**src/rtl/serial_subtractor.sv**
```systemverilog
// Digit-serial subtractor: D = A - B - Bin over WIDTH bits, DIGIT bits per clock,
// with a start/done handshake and unsigned-borrow / signed-overflow / zero flags.
module serial_subtractor #(
  parameter int WIDTH = 8,
  parameter int DIGIT = 1
) (
  input  logic             i_clk,
  input  logic             i_rst,
  input  logic             i_start,
  input  logic [WIDTH-1:0] i_a,
  input  logic [WIDTH-1:0] i_b,
  input  logic             i_bin,
  output logic             o_busy,
  output logic             o_done,
  output logic [WIDTH-1:0] o_diff,
  output logic             o_bout,
  output logic             o_ovf,
  output logic             o_zero
);

  localparam int N  = WIDTH / DIGIT;
  localparam int CW = (N > 1) ? $clog2(N) : 1;

  if ((WIDTH < 2) || (DIGIT < 1) || (DIGIT > WIDTH) || ((WIDTH % DIGIT) != 0)) begin : g_param_check
    $error("serial_subtractor: illegal WIDTH/DIGIT combination");
  end

  typedef enum logic [1:0] {S_IDLE, S_RUN, S_DONE} state_t;

  state_t           r_state;
  logic [WIDTH-1:0] r_a;
  logic [WIDTH-1:0] r_b;
  logic [WIDTH-1:0] r_diff_sh;
  logic             r_borrow;
  logic [CW-1:0]    r_cnt;

  logic [DIGIT:0]   w_br;
  logic [DIGIT-1:0] w_d;
  logic [WIDTH-1:0] w_diff_next;
  logic             w_last;

  // Ripple-borrow chain of DIGIT full-subtract cells fed by the registered borrow.
  assign w_br[0] = r_borrow;
  for (genvar i = 0; i < DIGIT; i++) begin : g_cell
    assign w_d[i]    = r_a[i] ^ r_b[i] ^ w_br[i];
    assign w_br[i+1] = (~r_a[i] & r_b[i]) | (~(r_a[i] ^ r_b[i]) & w_br[i]);
  end

  // New digit enters at the top; after N steps the first digit sits at bit 0.
  assign w_diff_next = (r_diff_sh >> DIGIT) | (WIDTH'(w_d) << (WIDTH - DIGIT));
  assign w_last      = (r_cnt == CW'(N - 1));

  // NOTE: every register here is written with <= so all updates in a cycle see
  // the pre-edge values; blocking assignments would make the shift order-dependent.
  always_ff @(posedge i_clk) begin
    if (i_rst) begin
      r_state   <= S_IDLE;
      r_a       <= '0;
      r_b       <= '0;
      r_diff_sh <= '0;
      r_borrow  <= 1'b0;
      r_cnt     <= '0;
      o_busy    <= 1'b0;
      o_done    <= 1'b0;
      o_diff    <= '0;
      o_bout    <= 1'b0;
      o_ovf     <= 1'b0;
      o_zero    <= 1'b0;
    end else begin
      case (r_state)
        S_IDLE: begin
          o_done <= 1'b0;
          if (i_start) begin
            r_a      <= i_a;
            r_b      <= i_b;
            r_borrow <= i_bin;
            r_cnt    <= '0;
            o_busy   <= 1'b1;
            r_state  <= S_RUN;
          end
        end
        S_RUN: begin
          r_a       <= r_a >> DIGIT;
          r_b       <= r_b >> DIGIT;
          r_diff_sh <= w_diff_next;
          r_borrow  <= w_br[DIGIT];
          r_cnt     <= r_cnt + CW'(1);
          if (w_last) begin
            // On the last digit, w_br[DIGIT-1] is the borrow entering the MSB.
            o_busy  <= 1'b0;
            o_done  <= 1'b1;
            o_diff  <= w_diff_next;
            o_bout  <= w_br[DIGIT];
            o_ovf   <= w_br[DIGIT-1] ^ w_br[DIGIT];
            o_zero  <= (w_diff_next == '0);
            r_state <= S_DONE;
          end
        end
        S_DONE: begin
          o_done  <= 1'b0;
          r_state <= S_IDLE;
        end
        default: r_state <= S_IDLE;
      endcase
    end
  end

endmodule

```
**config.mk**
```make
export PLATFORM = sky130hd
export DESIGN_NAME = serial_subtractor
export DESIGN_NICKNAME = d
export VERILOG_FILES = /design/src/rtl/serial_subtractor.sv
export SDC_FILE = /design/constraint.sdc
export NUM_CORES = 1
export LEC_CHECK = 0
export ABC_AREA = 1
export CAP_MARGIN = 20
export CORE_MARGIN = 3
export CORE_UTILIZATION = 35
export DETAILED_ROUTE_END_ITERATION = 6
export HOLD_SLACK_MARGIN = 0.1
export PLACE_DENSITY = 0.64
export SYNTH_ARGS = -nofsm -noshare
export SYNTH_HDL_FRONTEND = slang
export SYNTH_SLANG_ARGS = --single-unit
```
**constraint.sdc**
```tcl
create_clock -name i_clk -period 2.49 [get_ports i_clk]
set_input_delay 0.6225 -clock i_clk [delete_from_list [all_inputs] [get_ports i_clk]]
set_output_delay 0.6225 -clock i_clk [all_outputs]
set_load 0.01 [all_outputs]
```
== Word-level counts from Yosys, hierarchy flattened ==
Index checks and enable logic that the tools add are counted.
Word-level totals
  register bits after elaboration: 43
  latch bits: 0
  bits in writable memories: 0
  bits in read-only memories: 0
  input port bits: 20
  output and inout bits: 13
  word-level logic and storage cells: 53
  memories kept: 0
Operators by class
  $add $sub $neg: 1
  multiply operators: 0
  divide/modulo/power cells: 0
  magnitude comparators: 0
  equal/unequal tests: 5
  shift-type cells: 0
  mux-type cells: 16
  bitwise operators: 9
  reductions and logical operators: 10
Operators with widths (count)
  $pmux W8 S2: 2
  $mux W8: 2
  $logic_not A8 Y1: 1
  $or A7 B8 Y8: 1
  $reduce_and A2 Y1: 4
  $pmux W1 S2: 3
  $pmux W3 S2: 1
  $mux W1: 4
  $mux W2: 2
  $ne A2 B2 Y1 const B: 2
  $pmux W2 S2: 1
  $reduce_bool A2 Y1: 2
  $add A3 B1 Y3 const B: 1
  $eq A3 B3 Y1 const B: 1
  $mux W3: 1
  $reduce_and A3 Y1: 1
  $xor A1 B1 Y1: 3
  $and A1 B1 Y1: 2
  $eq A2 B1 Y1 const B: 1
  $eq A2 B2 Y1 const B: 1
  $logic_not A2 Y1: 1
  $not A1 Y1: 2
  $reduce_or A2 Y1: 1
  $or A1 B1 Y1: 1

== Depth between registers and ports, before layout ==
  depth after elaboration: 5
  mapped depth: 8
  mapped depth without buffers: 8

== Least setup slack after synthesis ==
OpenSTA, ideal clock, no wires.
  path kind: reg-to-reg
  start: reg r_cnt[0]
  end: reg o_diff[7]
  library setup time: 0.119 ns
  data arrival time: 1.088 ns
  data required time: 2.371 ns
  slack: 1.282 ns
  cell stages (with the launch flop): 8
  buffers on the path: 1
  period minus slack after synthesis: 1.208 ns
  cells stage by stage: dfxtp_1 ha_1 ha_1 nand2_2 nor2_2 buf_6 o21ai_0 a21oi_1
Between the ends
  word-level cells in the longest chain between the ends: 2
RTL lines
  start: declaration: RTL line 35  | logic [CW-1:0] r_cnt;
  start signal: assignment: RTL line 87  | r_cnt <= r_cnt + CW'(1);
  $eq A3 B3 Y1: RTL line 51  | assign w_last = (r_cnt == CW'(N - 1));
  $reduce_and A2 Y1 (no line)
  end signal: assignment: RTL line 92  | o_diff <= w_diff_next;
  end: declaration: RTL line 15  | output logic [WIDTH-1:0] o_diff,
Every way passes these cells.
A chain may end at the register's enable or synchronous reset.

== Worst setup path after layout ==
  start: reg o_busy
  end: out o_busy
RTL lines
  start: declaration: RTL line 13  | output logic o_busy,
  start signal: assignment: RTL line 63  | o_busy <= 1'b0;
  start signal: assignment: RTL line 78  | o_busy <= 1'b1;
  start signal: assignment: RTL line 90  | o_busy <= 1'b0;
No word-level cell between the ends.

==> summary.txt <==
Timing
  • Setup ws final: 0.6937 ns
  • Clk_skew: ~0.0064 ns
  • RSZ-0062 raised after global routing: no
  • Final setup fails: 0
  • TNS Setup: 0 ns
  • Slew at the pin with the worst max-slew slack: 0.5509 ns
  • Slew headroom: 0.6314
  • Final worst path period share: 0.7214
  • Final Critical Period: 1.796 ns
  • Max Fclk: 0.5567 GHz
  • Hold_ws: 0.4682 ns
  • Slew Viols, Final: 0
  • Final hold vios: 0

Logic synthesis
  • Cells after Synth: 256
  • Synth cell types: 22
  • Ys Warns: 0
  • Synth Register Bits: 42
  • Seq/Total Area, Yosys: 0.4436
  • Synthesized cell area: 1896 um2
  • Async SR Flop Fraction: 0
  • Post-synth EDFFs: 0
  • Main synth FF type: dfxtp_1
  • Mapped Nets: 279
  • Syn_area_per_cell: 7.405 um2

Layout
  • Final instance count without filler cells: 355
  • Nets@finish: 307
  • Commonest non-fill, non-tap cell in the layout: nand3_1
  • Antenna cells: 0
  • Most frequent cells in the layout: nand3_1, dfxtp_1, inv_1
  • # fillers: 535
  • Layout cell share with drive strength beyond 1: 0.07719
  • Multi-input logic area: 788.3 um2
  • FF/Latch Area: 840.8 um2
  • Final instance area: 2359 um2
  • P&R area growth vs syn: 24.42%

Setup path
  • CP bufs+invs: 1
  • CP cell instances: clkdlybuf4s50_1
  • Worst Path Required: 1.87 ns
  • CP Data Arrival Time: about 1.2 ns
  • Worst setup SP type: register
  • CP peak stage delay: 0.54 ns
  • CP endpoint kind: output pin
  • Max FO, Critical Path: 2
  • Crit-path slowest cell: clkdlybuf4s50_1
  • Setup CP Type: reg -> out
  • Crit-path leading delay family: buffers and inverters

Pwr
  • Comb power frac: 0.122
  • Sequential power share: 0.467
  • Peak supply drop: 0.0002384 V
  • Pwr Density: between 600 and 700 nW/um2
  • Leakage: slightly above 1 nW
  • Internal: between 1 and 1.5 mW
  • Switching share of total power: 0.2335
  • P_sw: 0.3635 mW
  • Clock share of power: 0.410

Worst hold path
  • Hold Path Class: reg -> reg

Global route
  • GRT Resource Usage Total: 0.1348
  • Pin count of the biggest net entering global routing: 29
  • Number of global-route vias before repair: 1562
  • Number of antenna violations at the first check in global routing: 0
  • Grt ovf: 0
  • First-pass GRT wire length: 6879 um

Run status
  • Status: finished clean

Detailed routing
  • Post-route ant nets: 0
  • Total wire length: ~4000 um
  • Vias: 1653
  • Drt initial violations: 147
  • Routed wire per std cell: 11.25 um
  • Drt first pass iters: 4
  • Vias per cell: 4.656
  • DR DRC count: 0

Die
  • Die Wd: 79.59 um
  • FP Rows: 26
  • Die Footprint: 6335 um2
  • Top Ports: 33
  • Chip Height: 79.59 um
  • Starting density of the core: 0.3665
  • CORE AREA: 5172 um2

Clocking
  • H-tree depth: 2
  • Clk slew on worst S/H paths: 0.08 ns
  • Clk root buf: clkbuf_8
  • Clk sinks: 42
  • CTS Buffer Depth: 2
  • Clk_lat worst skew: 0.30 ns
  • Num CTS Buffers: 5
  • CTS tree: done
  • Setup bufs post-CTS: 0
  • Hold Buf Count CTS: 0
  • PostCTS Resize Cnt: 0

Placed design
  • Placement Cell Area: 2221 um2
  • HPWL Detailed: 2659 um
  • # port buffers: 32
  • Worst slack at placement: about 0.6 ns
  • Placed cell count: 347
  • GP Congestion: 0.7489

Job
  • Number of max-cap violations: 0
-- power by group through the flow --
| stage | clock network (mW) | registers (mW) | logic, mW |
|---|---|---|---|
| 6_report | 0.639 | 0.727 | 0.190 |
| 5_1_grt | 0.681 | 0.733 | 0.219 |
| 4_1_cts | 0.653 | 0.727 | 0.192 |
| 3_5_place_dp | 0 | 0.743 | 0.191 |
| 3_3_place_gp | 0 | 0.742 | 0.189 |
| 2_1_floorplan | 0 | 0.738 | 0.140 |
-- flip-flops by register name, indices dropped and copies added, names as in the netlist, 2 cells and up --
register   count
o_diff         8
r_cnt          3
r_state        2
r_diff_sh      7
r_a            8
r_b            8
-- logic make-up (layout without fill, tap and decap cells) --
group / count (synthesis) / in the layout / share of synthesized area
flops: 42 / 42 / 0.4436
compound gates: 45 / 45 / 0.1201
buf+inv: 56 / 85 / 0.1406
fa+ha+maj: 3 / 3 / 0.02376
xor+xnor: 1 / 1 / 0.004621
simple gates: 109 / 109 / 0.2673
-- synth_stat cells, types with 3 or more instances --
| cell | instances | area share |
|---|---|---|
| nand3_1 | 51 | 0.13 |
| nand2_1 | 28 | 0.055 |
| clkbuf_1 | 5 | 0.0099 |
| o21ai_0 | 16 | 0.042 |
| buf_6 | 4 | 0.024 |
| inv_2 | 3 | 0.0059 |
| inv_1 | 38 | 0.075 |
| nor2_1 | 22 | 0.044 |
| dfxtp_1 | 42 | 0.44 |
| a21oi_1 | 28 | 0.074 |
| buf_4 | 4 | 0.016 |
-- cell type report --
| class | count | area share |
|---|---|---|
| Multi-Input combinational cell | 158 | 0.3342 |
| Tap cell | 70 | 0.03714 |
| Inverter | 41 | 0.06525 |
| Timing Repair Buffer | 36 | 0.1485 |
| Clock buffer | 5 | 0.02918 |
| Sequential cell | 42 | 0.3565 |
| Clock inverter | 3 | 0.02918 |
-- metrics by stage --
stage               power (mW)    util
global route             1.633  0.4560
floorplan               0.8775       -
global placement        0.9311  0.4294
detailed placement      0.9341  0.4294
CTS                      1.573  0.4560
finish                   1.557  0.4560
-- metal layers --
metal	global-route usage	share of wire	vias up
li1	-	-	876
met1	0.1751	0.47	750
met2	0.2187	0.48	20
met3	0.02709	0.025	7
met4	0.05155	0.016	0
met5	0	0	-
-- final timing paths --
path / depth (start not counted) / to / slack, ns / from
setup / recovery: 1 / o_busy / 0.69 / o_busy
hold / removal: 1 / r_cnt[0] / 0.47 / r_cnt[0]
setup reg to reg: 6 / r_a[6] / 0.76 / r_state[1]
hold reg to reg: 1 / r_cnt[0] / 0.47 / r_cnt[0]
Power figures use the tool's default switching activity.
